$ cat config.mk
export PLATFORM = sky130hd
export DESIGN_NAME = seg7_scan_decoder
export DESIGN_NICKNAME = d
export VERILOG_FILES = /design/src/rtl/seg7_scan_decoder.sv
export SDC_FILE = /design/constraint.sdc
export NUM_CORES = 1
export LEC_CHECK = 0
export CAP_MARGIN = 20
export CORE_MARGIN = 2
export CORE_UTILIZATION = 25
export CTS_BUF_LIST = sky130_fd_sc_hd__clkbuf_4
export CTS_CLUSTER_DIAMETER = 150
export DETAILED_ROUTE_END_ITERATION = 10
export HOLD_SLACK_MARGIN = 0.02
export PLACE_DENSITY = 0.42
export SYNTH_ARGS = -nofsm -noshare
export SYNTH_HDL_FRONTEND = slang
export SYNTH_SLANG_ARGS = --single-unit
$ cat constraint.sdc
create_clock -name clk -period 4.9 [get_ports clk]
set_clock_uncertainty 0.1 [all_clocks]
set_input_delay 0.98 -clock clk [delete_from_list [all_inputs] [get_ports clk]]
set_output_delay 0.98 -clock clk [all_outputs]
set_load 0.005 [all_outputs]
$ cat src/rtl/seg7_scan_decoder.sv
// Receiver for a 4-digit multiplexed 7-segment bus: debounces and captures each digit, then converts the frame to BCD and binary.
// Latency: valid pulses 5 clocks after the edge that captures the last missing digit; the conversion itself takes 4 iterations.
// Backpressure: none; capture continues while converting, and a frame that fills during a conversion starts once the FSM is idle.
//
// Ports:
//   clk, rst_n     single rising-edge clock, asynchronous active-low reset
//   seg_n[6:0]     active-low segments, bit0 = a .. bit6 = g
//   an_n[3:0]      active-low anodes, an_n[3] = most-significant digit
//   bcd[15:0]      last converted frame {d3,d2,d1,d0}
//   value[13:0]    binary value of the last frame (0 when err)
//   valid          one-cycle pulse when bcd/value/err update
//   err            last frame held an undecodable pattern
//   busy           conversion in progress
module seg7_scan_decoder #(
    parameter int unsigned STABLE_CYCLES = 4
) (
    input  logic        clk,
    input  logic        rst_n,
    input  logic [6:0]  seg_n,
    input  logic [3:0]  an_n,
    output logic [15:0] bcd,
    output logic [13:0] value,
    output logic        valid,
    output logic        err,
    output logic        busy
);

    localparam logic [3:0] STABLE = 4'(STABLE_CYCLES);

    typedef enum logic {IDLE, CONV} state_t;

    state_t            state;
    state_t            state_nxt;

    logic [3:0]        prev_an;
    logic [6:0]        prev_seg;
    logic [3:0]        cnt;
    logic [3:0]        cnt_nxt;
    logic [3:0]        mask;
    logic [3:0]        mask_nxt;
    logic [3:0][3:0]   slot_dig;
    logic [3:0]        slot_bad;
    logic [3:0][3:0]   snap_dig;
    logic [3:0]        snap_bad;
    logic [13:0]       acc;
    logic [13:0]       acc_nxt;
    logic [1:0]        idx;

    logic              elig;
    logic              prev_elig;
    logic              new_dwell;
    logic              capture;
    logic [1:0]        slot;
    logic [3:0]        dec_dig;
    logic              dec_bad;
    logic              start;
    logic              finish;

    function automatic logic one_low(input logic [3:0] a);
        return (a == 4'b1110) || (a == 4'b1101) || (a == 4'b1011) || (a == 4'b0111);
    endfunction

    // Segment pattern to digit; anything unrecognised becomes Fh and is flagged.
    always_comb begin
        dec_bad = 1'b0;
        case (seg_n)
            7'h40:   dec_dig = 4'd0;
            7'h79:   dec_dig = 4'd1;
            7'h24:   dec_dig = 4'd2;
            7'h30:   dec_dig = 4'd3;
            7'h19:   dec_dig = 4'd4;
            7'h12:   dec_dig = 4'd5;
            7'h02:   dec_dig = 4'd6;
            7'h78:   dec_dig = 4'd7;
            7'h00:   dec_dig = 4'd8;
            7'h10:   dec_dig = 4'd9;
            default: begin
                dec_dig = 4'hF;
                dec_bad = 1'b1;
            end
        endcase
    end

    always_comb begin
        case (an_n)
            4'b0111: slot = 2'd3;
            4'b1011: slot = 2'd2;
            4'b1101: slot = 2'd1;
            default: slot = 2'd0;
        endcase
    end

    // Stability tracking. The previous sample resets to all-zero anodes,
    // which is ineligible, so the first eligible sample starts a new dwell.
    always_comb begin
        elig      = one_low(an_n);
        prev_elig = one_low(prev_an);
        new_dwell = !(prev_elig && (an_n == prev_an) && (seg_n == prev_seg));
        if (!elig)
            cnt_nxt = 4'd0;
        else if (new_dwell)
            cnt_nxt = 4'd1;
        else if (cnt == STABLE)
            cnt_nxt = cnt;
        else
            cnt_nxt = cnt + 4'd1;
        // Capture only on the transition into STABLE; a saturated dwell
        // never recaptures (covers STABLE_CYCLES = 1 via new_dwell).
        capture = elig && (cnt_nxt == STABLE) && (new_dwell || (cnt != STABLE));
    end

    always_comb begin
        state_nxt = state;
        start     = 1'b0;
        finish    = 1'b0;
        case (state)
            IDLE: begin
                if (mask == 4'hF) begin
                    start     = 1'b1;
                    state_nxt = CONV;
                end
            end
            CONV: begin
                if (idx == 2'd0) begin
                    finish    = 1'b1;
                    state_nxt = IDLE;
                end
            end
            default: state_nxt = IDLE;
        endcase
    end

    // A capture on the same edge as the frame start survives the clear.
    always_comb begin
        mask_nxt = start ? 4'h0 : mask;
        if (capture)
            mask_nxt[slot] = 1'b1;
        acc_nxt = (acc << 3) + (acc << 1) + {10'd0, snap_dig[idx]};
    end

    always_ff @(posedge clk or negedge rst_n) begin
        if (!rst_n)
            state <= IDLE;
        else
            state <= state_nxt;
    end

    always_ff @(posedge clk or negedge rst_n) begin
        if (!rst_n) begin
            prev_an  <= 4'h0;
            prev_seg <= 7'h0;
            cnt      <= 4'd0;
            mask     <= 4'h0;
            slot_dig <= '0;
            slot_bad <= 4'h0;
            snap_dig <= '0;
            snap_bad <= 4'h0;
            acc      <= 14'd0;
            idx      <= 2'd0;
            bcd      <= 16'h0;
            value    <= 14'd0;
            valid    <= 1'b0;
            err      <= 1'b0;
            busy     <= 1'b0;
        end else begin
            prev_an  <= an_n;
            prev_seg <= seg_n;
            cnt      <= cnt_nxt;
            mask     <= mask_nxt;
            valid    <= finish;
            if (capture) begin
                slot_dig[slot] <= dec_dig;
                slot_bad[slot] <= dec_bad;
            end
            if (start) begin
                snap_dig <= slot_dig;
                snap_bad <= slot_bad;
                acc      <= 14'd0;
                idx      <= 2'd3;
                busy     <= 1'b1;
            end else if (state == CONV) begin
                acc <= acc_nxt;
                idx <= idx - 2'd1;
                if (finish) begin
                    bcd   <= snap_dig;
                    value <= (|snap_bad) ? 14'd0 : acc_nxt;
                    err   <= |snap_bad;
                    busy  <= 1'b0;
                end
            end
        end
    end

endmodule

---- Word-level counts from Yosys, hierarchy flattened ----
Cells that the tools add are included.
operators by class
  mux-type cells .......................... 30
  $lt $le $gt $ge ......................... 3
  reductions and logical operators ........ 21
  add/subtract/negate cells ............... 4
  bitwise logic cells ..................... 3
  equality and inequality tests ........... 23
operator list
  cell                                                                   count
  4-bit one-hot mux with 10 select lines                                 1
  4-bit equality test, second input constant                             7
  4-bit 2-to-1 mux                                                       7
  13-bit 2-to-1 mux                                                      2
  7-bit by 5-bit equality test with 1-bit output, second input constant  3
  7-bit equality test, second input constant                             3
  16-bit bitwise mux                                                     1
  4-bit by 3-bit equality test with 1-bit output, second input constant  4
  14-bit adder                                                           1
  14-bit by 4-bit adder with 14-bit output                               1
  7-bit by 6-bit equality test with 1-bit output, second input constant  2
  14-bit 2-to-1 mux                                                      1
  1-bit 2-to-1 mux                                                       10
  10-bit OR reduction                                                    1
  4-bit binary-select mux with 2-bit select                              1
  4-bit demux with 2-bit select                                          1
  7-bit by 2-bit equality test with 1-bit output, second input constant  1
  7-bit equality test                                                    1
  7-bit logical NOT                                                      1
  1-bit logical OR                                                       7
  2-bit by 3-bit < comparator with 1-bit output, second input constant   2
  2-bit one-hot mux with 3 select lines                                  1
  1-bit logical AND                                                      5
  4-bit by 1-bit adder with 4-bit output, second input constant          1
  other kinds (16)                                                       19
storage, ports and cells
  flip-flop bits (word level) ............. 108
  input port bits ......................... 13
  word-level logic and storage cells ...... 106

---- Depth between registers and ports, before layout ----
  depth in word-level cells ............... 12
  mapped depth ............................ 12

---- Worst setup path after synthesis ----
No wires, ideal clock.
  path kind ............................... register -> register
  start point ............................. register idx[0]
  end point ............................... register acc[12]
  data arrival time ....................... 3.059 ns
  path buffers ............................ 1
  setup slack ............................. 1.615 ns
  period minus slack after synthesis ...... 3.285 ns
  library setup time ...................... 0.126 ns
  stages on the path, launching flop included .. 12
  required time ........................... 4.674 ns
  path through ............................ dfrtp_1 clkbuf_1 mux4_2 inv_1 fa_1 fa_1 nor2b_1 o21a_1 o21a_1 o211a_1 o221ai_1 a221o_1
between the ends
  word-level cells in the longest chain between the ends .. 5
ends and longest elaborated chain
  element                                    line  text
  from (decl)                                47    logic [1:0] idx;
  from (signal assigned)                     183   idx <= idx - 2'd1;
  4-bit binary-select mux with 2-bit select  138   acc_nxt = (acc << 3) + (acc << 1) + {10'd0, snap_dig[idx]};
  4-bit 2-to-1 mux (not written as such)     138
  14-bit by 4-bit adder with 14-bit output   138
  13-bit 2-to-1 mux                          181   end else if (state == CONV) begin
  13-bit 2-to-1 mux                          175   if (start) begin
  to (signal assigned)                       182   acc <= acc_nxt;
  to (decl)                                  45    logic [13:0] acc;
Every way passes these cells. The select of a mux whose other input is x is not followed.
A chain may end at the register's enable or synchronous reset.

---- Final worst setup path ----
Same ends and word-level chain as after synthesis.

==> impl_metrics.ini <==
[setup_path]
reg2reg_to = acc[12]
worstPathRequired_ns = 5.21
rrSetupSlack_ns = 1.39
r2r-start = idx[0]
arrival_ns = 3.83
reg2reg_depth = 10
end_kind = flop
critPathKind = reg2reg
cp_max_fo = 5
critPathLaunchType = flop

[logic_synthesis]
syn_area_per_cell_sq_um = 11.1
synthXorXnorAreaFrac_pct = 3.86
syn_area_sq_mm = 0.00522
syn_nets = 510
synth_compound_area_share_pct = 10.6
synth-main-ff-cell = dfrtp_1
synth_top_area_share_pct = 51.8
ys_ff_latch = 108
ys_warn_count = 0
synth_top_family_by_area = simple AND/OR/NAND/NOR gates
syn_inst = 470
yosys.area.top_type = dfrtp_1
synth-simple-area-share_pct = 14.3
synth_edf_count = 0
synth_fa_ha_area_share_pct = 6.76
ys_top_cells_by_area = dfrtp_1, mux2_2, nand2_1
synth-async-reset-ratio_pct = 100
synthMuxAreaShare_pct = 9.88
synth_cell_type_count = 52
synth-seq-area-share_pct = 51.8

[power]
switching_share_pct = 27.3
powerDensity_mw_per_mm2 = 235
clockPowerShare_pct = 32.7
p_leak_nw = 3.00
internal_power_mw = 1.04
comb_power_share_pct = 4.5
power.switching_uw = 392
seqPwrFrac_pct = 62.8
ir_worst_vdd_v = 0.0000976

[global_route]
top_usage_layer = met2
grt_pass1_wl_um = 19200
grt_max_degree = 43
grt_use_met2_pct = 18.8
grt.met1_usage_pct = 14.5
met3_usage_pct = 2.61
overflow = 0
grt_pass1_vias = 3564
antenna_found_initial = 0
grt_use_total_pct = 11.2

[min_path]
hp-class = in2async

[sta]
rsz0062_at_grt = no
finalSetupTns_ns = 0
final.period_utilization_pct = 71.7
hold_viol = 0
finalCriticalPeriod_ns = 3.51
fin_ws_ns = 1.39
drv_slew = 0
worst_pin_slew_ns = 0.895
fmax_mhz = 285
setup_violations = 0
slew_headroom_pct = 40.3

[placed_design]
port_buffers = 45
gp_congestion = 0.777
dp_slack_ns = 1.35
dp_hpwl_um = 8400

[floorplanning]
io-pin-count = 46
rows = 52
dieWidth_um = 148
start_util_pct = 25.6
die_h_um = 148
die-area_sq_mm = 0.0220
fp.coreArea_sq_mm = 0.0204

[routing]
antenna_left = 0
drt_first_iter_violations = 118
drc = 0
vias = 3500
vias_per_cell = 4.46
dr.pass1.iters = 4
post_drt_wl_per_cell_um = 14.7
wl_um = 11600

[clock_network]
cts_tree = done
clockBufferDepth = 2
clkTransAtPathRegs_ns = 0.20
cts_max_level = 3
clk_latency_ns = 0.51
cts.sinks = 108
postCtsHoldBufs = 0
cts_setup_buffers = 0
cts_resized = 0
root_buffer = clkbuf_4
cts_buffers = 9

[finish]
num-fill-cells = 2082
layout-drive-gt1-share_pct = 13.2
final_nets = 550
area_growth_pct = 17.1
antenna_cells = 0

[run]
cap_viol_max_count = 0

[outcome]
status = complete, no violations
-- worst max path at each step --
stage	slack, ns	to	from	cells after the start
floorplan	1.62	acc[12]	idx[0]	11
global placement	1.36	slot_bad[1]	seg_n[4]	7
detailed placement	1.35	slot_bad[1]	seg_n[4]	7
CTS	1.33	acc[12]	idx[0]	10
global route	1.20	value[10]	idx[0]	10
finish	1.39	acc[12]	idx[0]	10
-- sequential cells by signal, summed over array words and instances, names as in the netlist --
| signal | count |
|---|---|
| acc | 13 |
| bcd | 16 |
| busy | 1 |
| cnt | 4 |
| err | 1 |
| idx | 2 |
| mask | 4 |
| prev_an | 4 |
| prev_seg | 7 |
| slot_bad | 4 |
| slot_dig | 16 |
| snap_bad | 4 |
| snap_dig | 16 |
| state | 1 |
| valid | 1 |
| value | 14 |
-- power groups by stage --
stage	registers, mW	clock network (mW)	logic, mW
after floorplan	0.917	0	0.0281
after global placement	0.917	0	0.0670
after detailed placement	0.918	0	0.0674
after CTS	0.902	0.498	0.0677
after global routing	0.903	0.535	0.0755
final	0.901	0.469	0.0648
-- logic make-up after synthesis --
logic type,Yosys count
simple gates,158
mux,42
xor+xnor,23
compound gates,74
buf+inv,38
fa+ha+maj,27
flops,108
-- synthesized netlist by cell type, drive strengths merged, types with 2 or more instances --
cell type and n:
inv 17, a21oi 17, a22o 20, mux4 4, nor3b 3, buf 5
or2 3, o211a 2, nor2b 7, xnor2 5, and2 3, and3 4
mux2 36, o21ai 8, nor3 8, nand4 5, clkbuf 16, mux2i 2
nand3 10, xor2 18, o21a 4, a32o 4, o221ai 2, nand2b 4
nor2 14, a21o 5, nor4 4, o31ai 2, or3 2, fa 2
dfrtp 108, ha 25, nand3b 2, nand2 85
-- routing by layer --
metal	routed length, um	up-vias
met5	0	-
met4	148	0
met3	323	11
met2	5680	46
met1	5410	1701
li1	-	1742
-- critical path, cell delays in order, from the launching register on --
cell	delay, ns
dfrtp_1	0.57
mux4_2	0.57
inv_1	0.09
fa_1	0.45
fa_1	0.48
nor2b_1	0.13
o21a_1	0.16
o21a_1	0.18
o211a_1	0.27
o221ai_1	0.15
a221o_1	0.27
-- cell usage in the layout, fill, tap and decap left out, drive strengths merged, types with 4 or more instances in the layout --
master / count
dfrtp: 108
nand2: 85
clkdlybuf4s50: 44
mux2: 36
ha: 25
inv: 21
a22o: 20
xor2: 18
a21oi: 17
nor2: 14
nand3: 10
clkbuf: 9
o21ai: 8
nor3: 8
nor2b: 7
buf: 6
xnor2: 5
nand4: 5
a21o: 5
nor4: 4
nand2b: 4
and3: 4
mux4: 4
o21a: 4
a32o: 4
-- layout make-up --
type,instances,area [sq um],area share [%]
sequential,108,2700,44.3
clock inverter,7,78.8,1.29
clock buffer,9,67.6,1.11
multi-input combinational,324,2370,38.8
inverter,17,63.8,1.05
timing repair buffer,50,485,7.95
tap,270,338,5.53
-- metrics by stage --
| stage | hold WS (ns) | total power, mW | area (sq um) | util [%] | instances |
|---|---|---|---|---|---|
| after floorplan | 0.333 | 0.945 | 5220 | - | 470 |
| after global placement | 0.353 | 0.984 | 5960 | 29.3 | 769 |
| after detailed placement | 0.356 | 0.985 | 5960 | 29.3 | 769 |
| after CTS | 0.219 | 1.47 | 6110 | 30.0 | 785 |
| after global routing | 0.205 | 1.51 | 6110 | 30.0 | 785 |
| final | 0.243 | 1.44 | 6110 | 30.0 | 785 |
No activity file was read; power rests on OpenSTA's default activity.
